## config.mk

```make
export PLATFORM = sky130hd
export DESIGN_NAME = div_seq_flat
export DESIGN_NICKNAME = d
export VERILOG_FILES = /design/src/rtl/div_seq_pkg.sv /design/src/rtl/div_seq_if.sv /design/src/rtl/div_core_step.sv /design/src/rtl/div_seq.sv /design/src/flat_wrapper.sv
export SDC_FILE = /design/constraint.sdc
export NUM_CORES = 1
export LEC_CHECK = 0
export ABC_AREA = 0
export CORE_MARGIN = 2
export CORE_UTILIZATION = 40
export CTS_CLUSTER_DIAMETER = 50
export DETAILED_ROUTE_END_ITERATION = 8
export SYNTH_ARGS = -nofsm -noshare
export SYNTH_HDL_FRONTEND = slang
export SYNTH_SLANG_ARGS = --single-unit
```

## constraint.sdc

```tcl
create_clock -name clock -period 4.8 [get_ports clock]
set_input_delay 1.44 -clock clock [delete_from_list [all_inputs] [get_ports clock]]
set_output_delay 1.44 -clock clock [all_outputs]
set_load 0.005 [all_outputs]
```

## src/rtl/div_seq_pkg.sv

```systemverilog
// Shared constants and helpers for the sequential divider: ALU op codes,
// FSM state encoding, op decode and iteration count.
package div_seq_pkg;

  // EX aluop codes that the divider acts on; every other code is ignored.
  localparam logic [4:0] AluAdd   = 5'h00;
  localparam logic [4:0] AluDiv   = 5'h10;
  localparam logic [4:0] AluDivu  = 5'h11;
  localparam logic [4:0] AluRem   = 5'h12;
  localparam logic [4:0] AluRemu  = 5'h13;
  localparam logic [4:0] AluDivw  = 5'h14;
  localparam logic [4:0] AluDivuw = 5'h15;
  localparam logic [4:0] AluRemw  = 5'h16;
  localparam logic [4:0] AluRemuw = 5'h17;

  typedef enum logic [1:0] {
    DivsIdle,
    DivsCalc,
    DivsFixup,
    DivsDone
  } divs_state_e;

  typedef struct packed {
    logic is_div;
    logic is_w;
    logic is_signed;
    logic is_rem;
  } div_op_t;

  // Number of iterations for an operand width w at s quotient bits per cycle.
  function automatic int unsigned div_iters(input int unsigned w, input int unsigned s);
    return w / s;
  endfunction

  function automatic div_op_t decode_op(input logic [4:0] aluop);
    div_op_t d;
    d = '0;
    case (aluop)
      AluDiv:   begin d.is_div = 1'b1; d.is_signed = 1'b1;                     end
      AluDivu:  begin d.is_div = 1'b1;                                         end
      AluRem:   begin d.is_div = 1'b1; d.is_signed = 1'b1; d.is_rem = 1'b1;    end
      AluRemu:  begin d.is_div = 1'b1; d.is_rem = 1'b1;                        end
      AluDivw:  begin d.is_div = 1'b1; d.is_w = 1'b1; d.is_signed = 1'b1;      end
      AluDivuw: begin d.is_div = 1'b1; d.is_w = 1'b1;                          end
      AluRemw:  begin
        d.is_div = 1'b1; d.is_w = 1'b1; d.is_signed = 1'b1; d.is_rem = 1'b1;
      end
      AluRemuw: begin d.is_div = 1'b1; d.is_w = 1'b1; d.is_rem = 1'b1;         end
      default:  d = '0;
    endcase
    return d;
  endfunction

endpackage

```

## src/rtl/div_seq_if.sv

```systemverilog
// EX-stage <-> divider signal bundle. The pipeline side is the master.
interface div_seq_if #(
  parameter int unsigned XLEN = 64
) ();
  logic            valid_i;
  logic [4:0]      aluop_i;
  logic [XLEN-1:0] srcA_i;
  logic [XLEN-1:0] srcB_i;
  logic            flush_i;
  logic            advance_i;
  logic            div_not_ready_o;
  logic            result_valid_o;
  logic [XLEN-1:0] result_o;

  modport master (
    output valid_i, aluop_i, srcA_i, srcB_i, flush_i, advance_i,
    input  div_not_ready_o, result_valid_o, result_o
  );

  modport slave (
    input  valid_i, aluop_i, srcA_i, srcB_i, flush_i, advance_i,
    output div_not_ready_o, result_valid_o, result_o
  );
endinterface

```

## src/rtl/div_core_step.sv

```systemverilog
// Combinational restoring-division step: resolves STEPS quotient bits per call.
// {rem, quo} shift left as one register; quo's MSB feeds rem, quotient bits
// enter quo at the LSB.
module div_core_step #(
  parameter int unsigned XLEN  = 64,
  parameter int unsigned STEPS = 1
) (
  input  logic [XLEN-1:0] rem_i,
  input  logic [XLEN-1:0] quo_i,
  input  logic [XLEN-1:0] dvs_i,
  output logic [XLEN-1:0] rem_o,
  output logic [XLEN-1:0] quo_o
);

  logic [XLEN:0]   shifted;
  logic [XLEN:0]   diff;
  logic [XLEN-1:0] rem;
  logic [XLEN-1:0] quo;

  // STEPS chained shift/trial-subtract stages; diff MSB set means "restore".
  always_comb begin
    rem     = rem_i;
    quo     = quo_i;
    shifted = '0;
    diff    = '0;
    for (int unsigned i = 0; i < STEPS; i++) begin
      shifted = {rem, quo[XLEN-1]};
      diff    = shifted - {1'b0, dvs_i};
      quo     = {quo[XLEN-2:0], ~diff[XLEN]};
      rem     = diff[XLEN] ? shifted[XLEN-1:0] : diff[XLEN-1:0];
    end
    rem_o = rem;
    quo_o = quo;
  end

endmodule

```

## src/rtl/div_seq.sv

```systemverilog
// Multi-cycle divide/remainder sequencer for EX. Stalls EX via div_not_ready_o
// until the result is registered; divide-by-zero and signed overflow bypass
// the iterative core.
module div_seq
  import div_seq_pkg::*;
#(
  parameter int unsigned XLEN  = 64,
  parameter int unsigned STEPS = 1
) (
  input logic       clock,
  input logic       reset,
  div_seq_if.slave  bus
);

  localparam int unsigned WPad = XLEN - 32;
  localparam int unsigned CntW = $clog2(div_iters(XLEN, STEPS));
  localparam logic [CntW-1:0] ItersFull = CntW'(div_iters(XLEN, STEPS) - 1);
  localparam logic [CntW-1:0] ItersW    = CntW'(div_iters(32, STEPS) - 1);

  divs_state_e     state_q;
  logic [XLEN-1:0] rem_q, quo_q, dvs_q;
  logic [CntW-1:0] cnt_q;
  logic            sign_quo_q, sign_rem_q, is_rem_q, is_w_q;
  logic [XLEN-1:0] result_q;
  logic            result_valid_q;

  div_op_t         op;
  logic            is_div;
  logic [31:0]     a_w, b_w;
  logic [XLEN-1:0] a_ext, b_ext, a_mag, b_mag, dvd_init, min_neg;
  logic            s_a, s_b, div_zero, ovf;
  logic [XLEN-1:0] zero_res, ovf_res;
  logic [XLEN-1:0] step_rem, step_quo;
  logic [XLEN-1:0] quo_fix, rem_fix, sel_fix, fix_res;

  // Decode, width-extend operands and detect the fast-path cases.
  always_comb begin
    op     = decode_op(bus.aluop_i);
    is_div = bus.valid_i & op.is_div;
    a_w    = bus.srcA_i[31:0];
    b_w    = bus.srcB_i[31:0];
    a_ext  = bus.srcA_i;
    b_ext  = bus.srcB_i;
    if (op.is_w) begin
      a_ext = op.is_signed ? {{WPad{a_w[31]}}, a_w} : {{WPad{1'b0}}, a_w};
      b_ext = op.is_signed ? {{WPad{b_w[31]}}, b_w} : {{WPad{1'b0}}, b_w};
    end
    s_a   = op.is_signed & a_ext[XLEN-1];
    s_b   = op.is_signed & b_ext[XLEN-1];
    a_mag = s_a ? -a_ext : a_ext;
    b_mag = s_b ? -b_ext : b_ext;
    // W dividends sit at the top of quo so 32 shifts move them fully into rem.
    dvd_init = op.is_w ? (a_mag << WPad) : a_mag;
    min_neg  = op.is_w ? {{(WPad + 1){1'b1}}, 31'b0} : {1'b1, {(XLEN - 1){1'b0}}};
    div_zero = op.is_w ? (b_w == 32'b0) : (bus.srcB_i == '0);
    ovf      = op.is_signed & (a_ext == min_neg) & (b_ext == '1);
    zero_res = op.is_rem ? (op.is_w ? {{WPad{a_w[31]}}, a_w} : bus.srcA_i) : '1;
    ovf_res  = op.is_rem ? '0 : a_ext;
  end

  div_core_step #(
    .XLEN  (XLEN),
    .STEPS (STEPS)
  ) u_step (
    .rem_i (rem_q),
    .quo_i (quo_q),
    .dvs_i (dvs_q),
    .rem_o (step_rem),
    .quo_o (step_quo)
  );

  // Apply result signs, pick quotient or remainder, sign-extend W results.
  always_comb begin
    quo_fix = sign_quo_q ? -quo_q : quo_q;
    rem_fix = sign_rem_q ? -rem_q : rem_q;
    sel_fix = is_rem_q ? rem_fix : quo_fix;
    fix_res = is_w_q ? {{WPad{sel_fix[31]}}, sel_fix[31:0]} : sel_fix;
  end

  // Sequencer FSM with registered result outputs; flush overrides every state.
  always_ff @(posedge clock or negedge reset) begin
    if (!reset) begin
      state_q        <= DivsIdle;
      rem_q          <= '0;
      quo_q          <= '0;
      dvs_q          <= '0;
      cnt_q          <= '0;
      sign_quo_q     <= 1'b0;
      sign_rem_q     <= 1'b0;
      is_rem_q       <= 1'b0;
      is_w_q         <= 1'b0;
      result_q       <= '0;
      result_valid_q <= 1'b0;
    end else if (bus.flush_i) begin
      state_q        <= DivsIdle;
      result_valid_q <= 1'b0;
    end else begin
      unique case (state_q)
        DivsIdle: begin
          if (is_div) begin
            is_rem_q   <= op.is_rem;
            is_w_q     <= op.is_w;
            sign_quo_q <= s_a ^ s_b;
            sign_rem_q <= s_a;
            if (div_zero) begin
              result_q       <= zero_res;
              result_valid_q <= 1'b1;
              state_q        <= DivsDone;
            end else if (ovf) begin
              result_q       <= ovf_res;
              result_valid_q <= 1'b1;
              state_q        <= DivsDone;
            end else begin
              rem_q   <= '0;
              quo_q   <= dvd_init;
              dvs_q   <= b_mag;
              cnt_q   <= op.is_w ? ItersW : ItersFull;
              state_q <= DivsCalc;
            end
          end
        end
        DivsCalc: begin
          rem_q <= step_rem;
          quo_q <= step_quo;
          if (cnt_q == '0) begin
            state_q <= DivsFixup;
          end else begin
            cnt_q <= cnt_q - CntW'(1);
          end
        end
        DivsFixup: begin
          result_q       <= fix_res;
          result_valid_q <= 1'b1;
          state_q        <= DivsDone;
        end
        DivsDone: begin
          // Holding here until advance stops a stalled EX from re-issuing.
          if (bus.advance_i) begin
            result_valid_q <= 1'b0;
            state_q        <= DivsIdle;
          end
        end
        default: state_q <= DivsIdle;
      endcase
    end
  end

  assign bus.div_not_ready_o = is_div & (state_q != DivsDone) & ~bus.flush_i;
  assign bus.result_valid_o  = result_valid_q;
  assign bus.result_o        = result_q;

endmodule

```

## src/flat_wrapper.sv

```systemverilog
// flat-port wrapper written by rule: the top's interface ports become plain ports
module div_seq_flat import div_seq_pkg::*;
#(
  parameter int unsigned XLEN  = 64,
  parameter int unsigned STEPS = 1
)
  (clock, reset, bus_valid_i, bus_aluop_i, bus_srcA_i, bus_srcB_i, bus_flush_i, bus_advance_i, bus_div_not_ready_o, bus_result_valid_o, bus_result_o);
  div_seq_if #(.XLEN(XLEN)) bus_i ();
  input logic clock;
  input logic reset;
  input wire logic [$bits(bus_i.valid_i)-1:0] bus_valid_i;
  input wire logic [$bits(bus_i.aluop_i)-1:0] bus_aluop_i;
  input wire logic [$bits(bus_i.srcA_i)-1:0] bus_srcA_i;
  input wire logic [$bits(bus_i.srcB_i)-1:0] bus_srcB_i;
  input wire logic [$bits(bus_i.flush_i)-1:0] bus_flush_i;
  input wire logic [$bits(bus_i.advance_i)-1:0] bus_advance_i;
  output wire logic [$bits(bus_i.div_not_ready_o)-1:0] bus_div_not_ready_o;
  output wire logic [$bits(bus_i.result_valid_o)-1:0] bus_result_valid_o;
  output wire logic [$bits(bus_i.result_o)-1:0] bus_result_o;
  assign bus_i.valid_i = bus_valid_i;
  assign bus_i.aluop_i = bus_aluop_i;
  assign bus_i.srcA_i = bus_srcA_i;
  assign bus_i.srcB_i = bus_srcB_i;
  assign bus_i.flush_i = bus_flush_i;
  assign bus_i.advance_i = bus_advance_i;
  assign bus_div_not_ready_o = bus_i.div_not_ready_o;
  assign bus_result_valid_o = bus_i.result_valid_o;
  assign bus_result_o = bus_i.result_o;
  div_seq #(.XLEN(XLEN), .STEPS(STEPS)) u_core (.clock(clock), .reset(reset), .bus(bus_i));
endmodule
```

## Word-level counts from Yosys, hierarchy flattened

Cells that the tools add are included.

| word-level totals | value |
|---|---|
| bits in registers | 269 |
| output and inout bits | 66 |
| input port bits | 138 |

| operators by class | value |
|---|---|
| add/subtract/negate cells | 6 |
| equality and inequality tests | 23 |
| mux-type cells | 52 |
| reduce and logical (&&, ||, !) cells | 18 |
| bitwise operators | 12 |

Operators with widths:

| operator | count |
|---|---|
| 64-bit 2-to-1 mux | 24 |
| 64-bit one-hot mux with 2 select lines | 3 |
| 64-bit negation | 4 |
| 65-bit by 64-bit subtractor with 65-bit output | 1 |
| 64-bit equality test | 1 |
| 64-bit equality test (second input constant) | 1 |
| 64-bit zero test | 1 |
| 63-bit 2-to-1 mux | 1 |
| 5-bit equality test (second input constant) | 8 |
| 32-bit zero test | 1 |
| 6-bit 2-to-1 mux | 5 |
| 2-bit 2-to-1 mux | 6 |
| 6-bit one-hot mux with 2 select lines | 1 |
| 4-bit OR reduction | 3 |
| 1-bit 2-to-1 mux | 10 |
| 5-bit AND reduction | 2 |
| 2-bit != test (second input constant) | 4 |
| 2-bit one-hot mux with 4 select lines | 1 |
| 4-bit AND reduction | 2 |
| 8-bit OR reduction | 1 |
| 1-bit AND | 7 |
| 6-bit zero test | 1 |
| 3-bit by 2-bit != test with 1-bit output (second input constant) | 2 |
| 3-bit AND reduction | 2 |
| other kinds (14) | 19 |

## Longest topological paths before layout

| logic depth | value |
|---|---|
| depth after elaboration | 13 |
| gate-level depth with buffers | 15 |
| depth with buffers taken out | 14 |

## Cells and area by module

Synthesis repeated with hierarchy kept, for this count alone.

| second synthesis, totals | value |
|---|---|
| cells, all modules | 3341 |
| area, all modules | 24477.2 µm² |

By module, submodules not included:

| module | cells an instance | times used | area each (µm²) |
|---|---|---|---|
| div_seq | 2483 | 1 | 19278.5 |
| div_core_step | 858 | 1 | 5198.7 |

## Worst setup path after synthesis

No wires, ideal clock.

| timing path | value |
|---|---|
| kind | in2reg |
| from | input port bus_srcB_i[24] |
| to | register u_core.result_q[32], in the netlist u_core.bus.result_o[32] |
| arrival | 4.192 ns |
| library setup time | 0.135 ns |
| path slack | 0.473 ns |
| path buffers | 3 |
| cell stages on the path | 13 |
| cell sequence | or4_1 > nor4_1 > nand2_1 > or3_1 > o31a_1 > nor2_1 > mux2i_1 > or2_1 > clkbuf_1 > buf_2 > buf_2 > nand2_1 > o31ai_1 |

| on the way | value |
|---|---|
| cells in the longest elaborated chain, start to end | 6 |
| elaborated cells on any way between the ends | 12 |
| classes of those cells | eq/ne: 2; mux: 6; bitwise: 1; reduce/logical: 3 |

Ends and longest elaborated chain:

| item | line | source |
|---|---|---|
| from (decl) | flat_wrapper.sv:14 | `input wire logic [$bits(bus_i.srcB_i)-1:0] bus_srcB_i;` |
| 64-bit 2-to-1 mux | div_seq.sv:46 | `b_ext = op.is_signed ? {{WPad{b_w[31]}}, b_w} : {{WPad{1'b0}}, b_w};` |
| 64-bit 2-to-1 mux | div_seq.sv:44 | `if (op.is_w) begin` |
| 64-bit equality test | div_seq.sv:56 | `ovf = op.is_signed & (a_ext == min_neg) & (b_ext == '1);` |
| 1-bit AND | div_seq.sv:56 |  |
| 3-bit by 1-bit != test with 1-bit output (no line) | -- |  |
| 4-bit AND reduction (no line) | -- |  |
| to (signal assigned) | div_seq.sv:106 | `result_q <= zero_res;` |
| to (signal assigned) | div_seq.sv:110 | `result_q <= ovf_res;` |
| to (signal assigned) | div_seq.sv:132 | `result_q <= fix_res;` |
| to (decl) | div_seq.sv:24 | `logic [XLEN-1:0] result_q;` |

Several ways; a longest one is shown, not always the timed one. The select of a mux whose other input is x is not followed.
A chain may end at the register's enable or synchronous reset.

## Worst setup path in the final report

| timing path | value |
|---|---|
| from | register u_core.quo_q[63] |
| to | register u_core.rem_q[22] |

| on the way | value |
|---|---|
| cells in the longest elaborated chain, start to end | 3 |

Ends and longest elaborated chain:

| item | line | source |
|---|---|---|
| from (decl) | div_seq.sv:21 | `logic [XLEN-1:0] rem_q, quo_q, dvs_q;` |
| from (signal assigned) | div_seq.sv:115 | `quo_q <= dvd_init;` |
| from (signal assigned) | div_seq.sv:124 | `quo_q <= step_quo;` |
| 65-bit by 64-bit subtractor with 65-bit output | div_core_step.sv:28 | `diff = shifted - {1'b0, dvs_i};` |
| 64-bit 2-to-1 mux | div_core_step.sv:30 | `rem = diff[XLEN] ? shifted[XLEN-1:0] : diff[XLEN-1:0];` |
| 64-bit one-hot mux with 2 select lines | div_seq.sv:98 | `unique case (state_q)` |
| to (signal assigned) | div_seq.sv:123 | `rem_q <= step_rem;` |
| to (decl) | div_seq.sv:21 |  |

Every way passes these cells.

==> impl_metrics.csv <==
group,metric,value,unit
floorplanning,rows,88,
floorplanning,die_h,246.0,um
clock_tree,clock-sinks,269,
placement,gp_congestion,0.9744,
global_route,antenna_found_initial,1,
routing,highest_layer,"met4",
clock_tree,numCtsBuffers,47,
clock_tree,clk_pin_slew_worst_paths,60,ps
final_layout,syn_to_final_growth,27.60,%
outcome,status,"complete, no violations",
timing,hold_viol_final,0,
floorplanning,core-area,0.05781,mm2
global_route,track_usage,0.3181,
routing,drc,0,
floorplanning,io_pins,204,
synthesis,synth-main-ff-cell,"dfrtp_1",
timing,tightest_slew,984.2,ps
power_and_ir_drop,power.density,452.1,mW/mm2
critical_path,crit_family,"compound AO/OA/AOI/OAI gates",
final_layout,drive_gt1_frac,0.1200,
clock_tree,cts_buffer_depth,3,
timing,maxSlewHeadroom,0.3414,
timing,rsz0062_at_grt,"false",
routing,drt_first_pass_iters,7,
critical_path,cp-start-kind,"register",
critical_path,cp.arrival,4940,ps
critical_path,crit_path_end_kind,"register",
clock_tree,clk_latency,590,ps
timing,finalClockSkew,19.98,ps
critical_path,cp_max_fo,18,
timing,fmax,0.2228,GHz
routing,drt.antenna.violating_nets,0,
clock_tree,cts-htree-levels,2,
routing,post_drt_wl_per_cell,22.77,um
synthesis,syn_area,0.02343,mm2
synthesis,synth.area.top_cells,"dfrtp_1 (29%), a21oi_1 (7.3%), o21ai_0 (6.8%), nand2_1 (6.2%), xnor2_1 (5.7%)",
routing,wirelength,97.69,mm
critical_path,critPathSlowestCell,"a2111oi_4",
job,maxCapViolCount,0,
routing,wl_met3,7.687,mm
synthesis,synth_cell_types,79,
routing,wl_met1,43.51,mm
critical_path,worstPathBufferInverterCount,5,
timing,post-route-period-util,0.9349,
synthesis,synth-edff-count,0,
floorplanning,dieArea,0.06052,mm2
synthesis,yosys_warnings,0,
synthesis,synth_seq_area_share,0.2873,
floorplanning,start_util,0.4053,
routing,via_per_inst,5.959,
critical_path,crit_path_max_incr_delay,550,ps
synthesis,yosys.cell_count.top_type,"nand2_1",
synthesis,ys_seq_elements,269,
placement,dp_hpwl,76.84,mm
routing,route.met2.wl,42.42,mm
global_route,grt_first_pass_wirelength,148.3,mm
synthesis,synth_top_area_cell,"dfrtp_1",
critical_path,required,5260,ps
routing,vias,25570,
min_path,worstHoldPathType,"reg2reg",
floorplanning,die_x,246.0,um
global_route,grt_pass1_vias,24340,
global_route,grt_overflow,0,
final_layout,final_cell_area,0.02989,mm2
placement,io_buffers,203,
clock_tree,cts.repair_timing.setup_buffer_count,0,
synthesis,avgSynthCellArea,7.451,um2
power_and_ir_drop,irDropWorstVdd,0.2851,mV
global_route,grt_max_degree,95,
timing,slew_viol_final,0,
synthesis,synth_nets,3357,
critical_path,path_cells,"inv_1 -> ha_1 -> inv_1 -> fa_1 -> a211oi_1 -> o211ai_2 -> a31oi_1 -> a221o_1 -> a2111oi_4 -> o22ai_1 -> buf_4 -> o31ai_4 -> xor2_4 -> buf_12 -> buf_12 -> mux2i_1 -> o21ai_0",
critical_path,timing_worst_setup_path_type,"reg2reg",
synthesis,synth-async-reset-ratio,1.000,
synthesis,synthTopCellsByCount,"nand2_1 (387), a21oi_1 (343), o21ai_0 (318)",
timing,holdWs,478.4,ps
clock_tree,cts_tree,"yes",
power_and_ir_drop,p_leak,12.42,nW
final_layout,final_nets,3699,
final_layout,diodes,0,
routing,initialDrtViolationCount,2383,
synthesis,netlist_instances,3144,
clock_tree,cts-root-buf,"clkbuf_16",
timing,min_period,4488,ps
synthesis,synth_top_area_frac,0.2873,
placement,place_area,0.02821,mm2
timing,setup_viol,0,
## cell usage in the layout (no fill, tap or decap), drive strengths merged, types with 28 or more instances in the layout
cell / synthesis / final
a211oi: 46 / 46
a21oi: 343 / 343
a221oi: 38 / 38
buf: 25 / 295
clkbuf: 179 / 59
clkdlybuf4s50: 0 / 202
dfrtp: 269 / 269
ha: 74 / 74
inv: 111 / 116
mux2i: 55 / 55
nand2: 387 / 387
nand3: 43 / 43
nand4: 49 / 49
nor2: 307 / 307
nor3: 93 / 93
nor4: 28 / 28
o21ai: 322 / 322
o31ai: 98 / 98
o41ai: 28 / 28
or3: 43 / 43
or4: 38 / 38
xnor2: 152 / 152
xor2: 133 / 133
## cell families after synthesis
family	Yosys count	synth area share
simple gates	1089	0.2156
compound gates	1055	0.2742
buf+inv	315	0.05165
fa+ha+maj	75	0.04038
mux	56	0.02398
flops	269	0.2873
xor+xnor	285	0.1069
## per-stage QoR
| step | setup slack, ps | power [W] | utilization | instances | setup TNS [ps] |
|---|---|---|---|---|---|
| final | 312.5 | 0.01351 | 0.5171 | 4290 | 0 |
| after global routing | 64.49 | 0.01437 | 0.5171 | 4290 | 0 |
| after CTS | 133.3 | 0.01347 | 0.5169 | 4290 | 0 |
| after detailed placement | -457.0 | 0.009848 | 0.4879 | 4202 | -47280 |
| after global placement | -546.5 | 0.009741 | 0.4879 | 4202 | -62890 |
| after floorplan | 473.4 | 0.007311 | - | 3144 | 0 |
## timing repair
| action | 4_1_cts | 5_1_grt |
|---|---|---|
| hold buffers | 0 | 0 |
| hold endpoints to repair | 0 | 0 |
| setup endpoints to repair | 0 | 76 |
| gates resized for setup | 0 | 2 |
## worst reg2reg max path: stages (launching register included)
cell and delay (ps):
dfrtp_1 460, inv_1 150, ha_1 220, inv_1 70, fa_1 230, a211oi_1 130
o211ai_2 230, a31oi_1 160, a221o_1 420, a2111oi_4 550, o22ai_1 150, buf_4 180
o31ai_4 460, xor2_4 200, buf_12 190, buf_12 210, mux2i_1 240, o21ai_0 100
## routing by layer
| layer | track usage | vias up |
|---|---|---|
| met1 | 0.4495 | 12210 |
| li1 | - | 12060 |
| met2 | 0.4848 | 1106 |
| met3 | 0.04847 | 188 |
| met4 | 0.1264 | 0 |
| met5 | 0 | - |
## registers in the layout, indices dropped and copies added, names as in the netlist
register / cells
u_core.sign_rem_q: 1
u_core.bus.result_valid_o: 1
u_core.bus.result_o: 64
u_core.quo_q: 64
u_core.dvs_q: 64
u_core.sign_quo_q: 1
u_core.is_w_q: 1
u_core.is_rem_q: 1
u_core.rem_q: 64
u_core.state_q: 2
u_core.cnt_q: 6
## worst paths after layout
kind                             startpoint  slack (ps)  cells after the start                endpoint
min reg2reg                u_core.dvs_q[21]         480                      2        u_core.dvs_q[21]
max                        u_core.quo_q[63]         310                     17        u_core.rem_q[22]
min                        u_core.dvs_q[21]         480                      2        u_core.dvs_q[21]
max reg2reg                u_core.quo_q[63]         310                     17        u_core.rem_q[22]
max in group asynchronous             reset        2930                      2        u_core.rem_q[16]
min in group asynchronous             reset         910                      1  u_core.bus.result_o[8]
## power breakdown
part	leakage, nW	total (W)	internal (W)	switching [W]
clock	0.797	0.00356	0.00225	0.00132
combinational	8.23	0.00606	0.00244	0.00362
sequential	3.40	0.00389	0.00308	0.000812
total	12.4	0.0135	0.00776	0.00575
## area by class of cell
class	instances	area [um2]
Fill cell	5732	27910
Timing Repair Buffer	497	4544
Multi-Input combinational cell	2560	15570
Clock inverter	29	349.1
Sequential cell	269	6733
Tap cell	765	957.2
Clock buffer	59	1324
Inverter	111	416.7
Power figures use the tool's default switching activity.
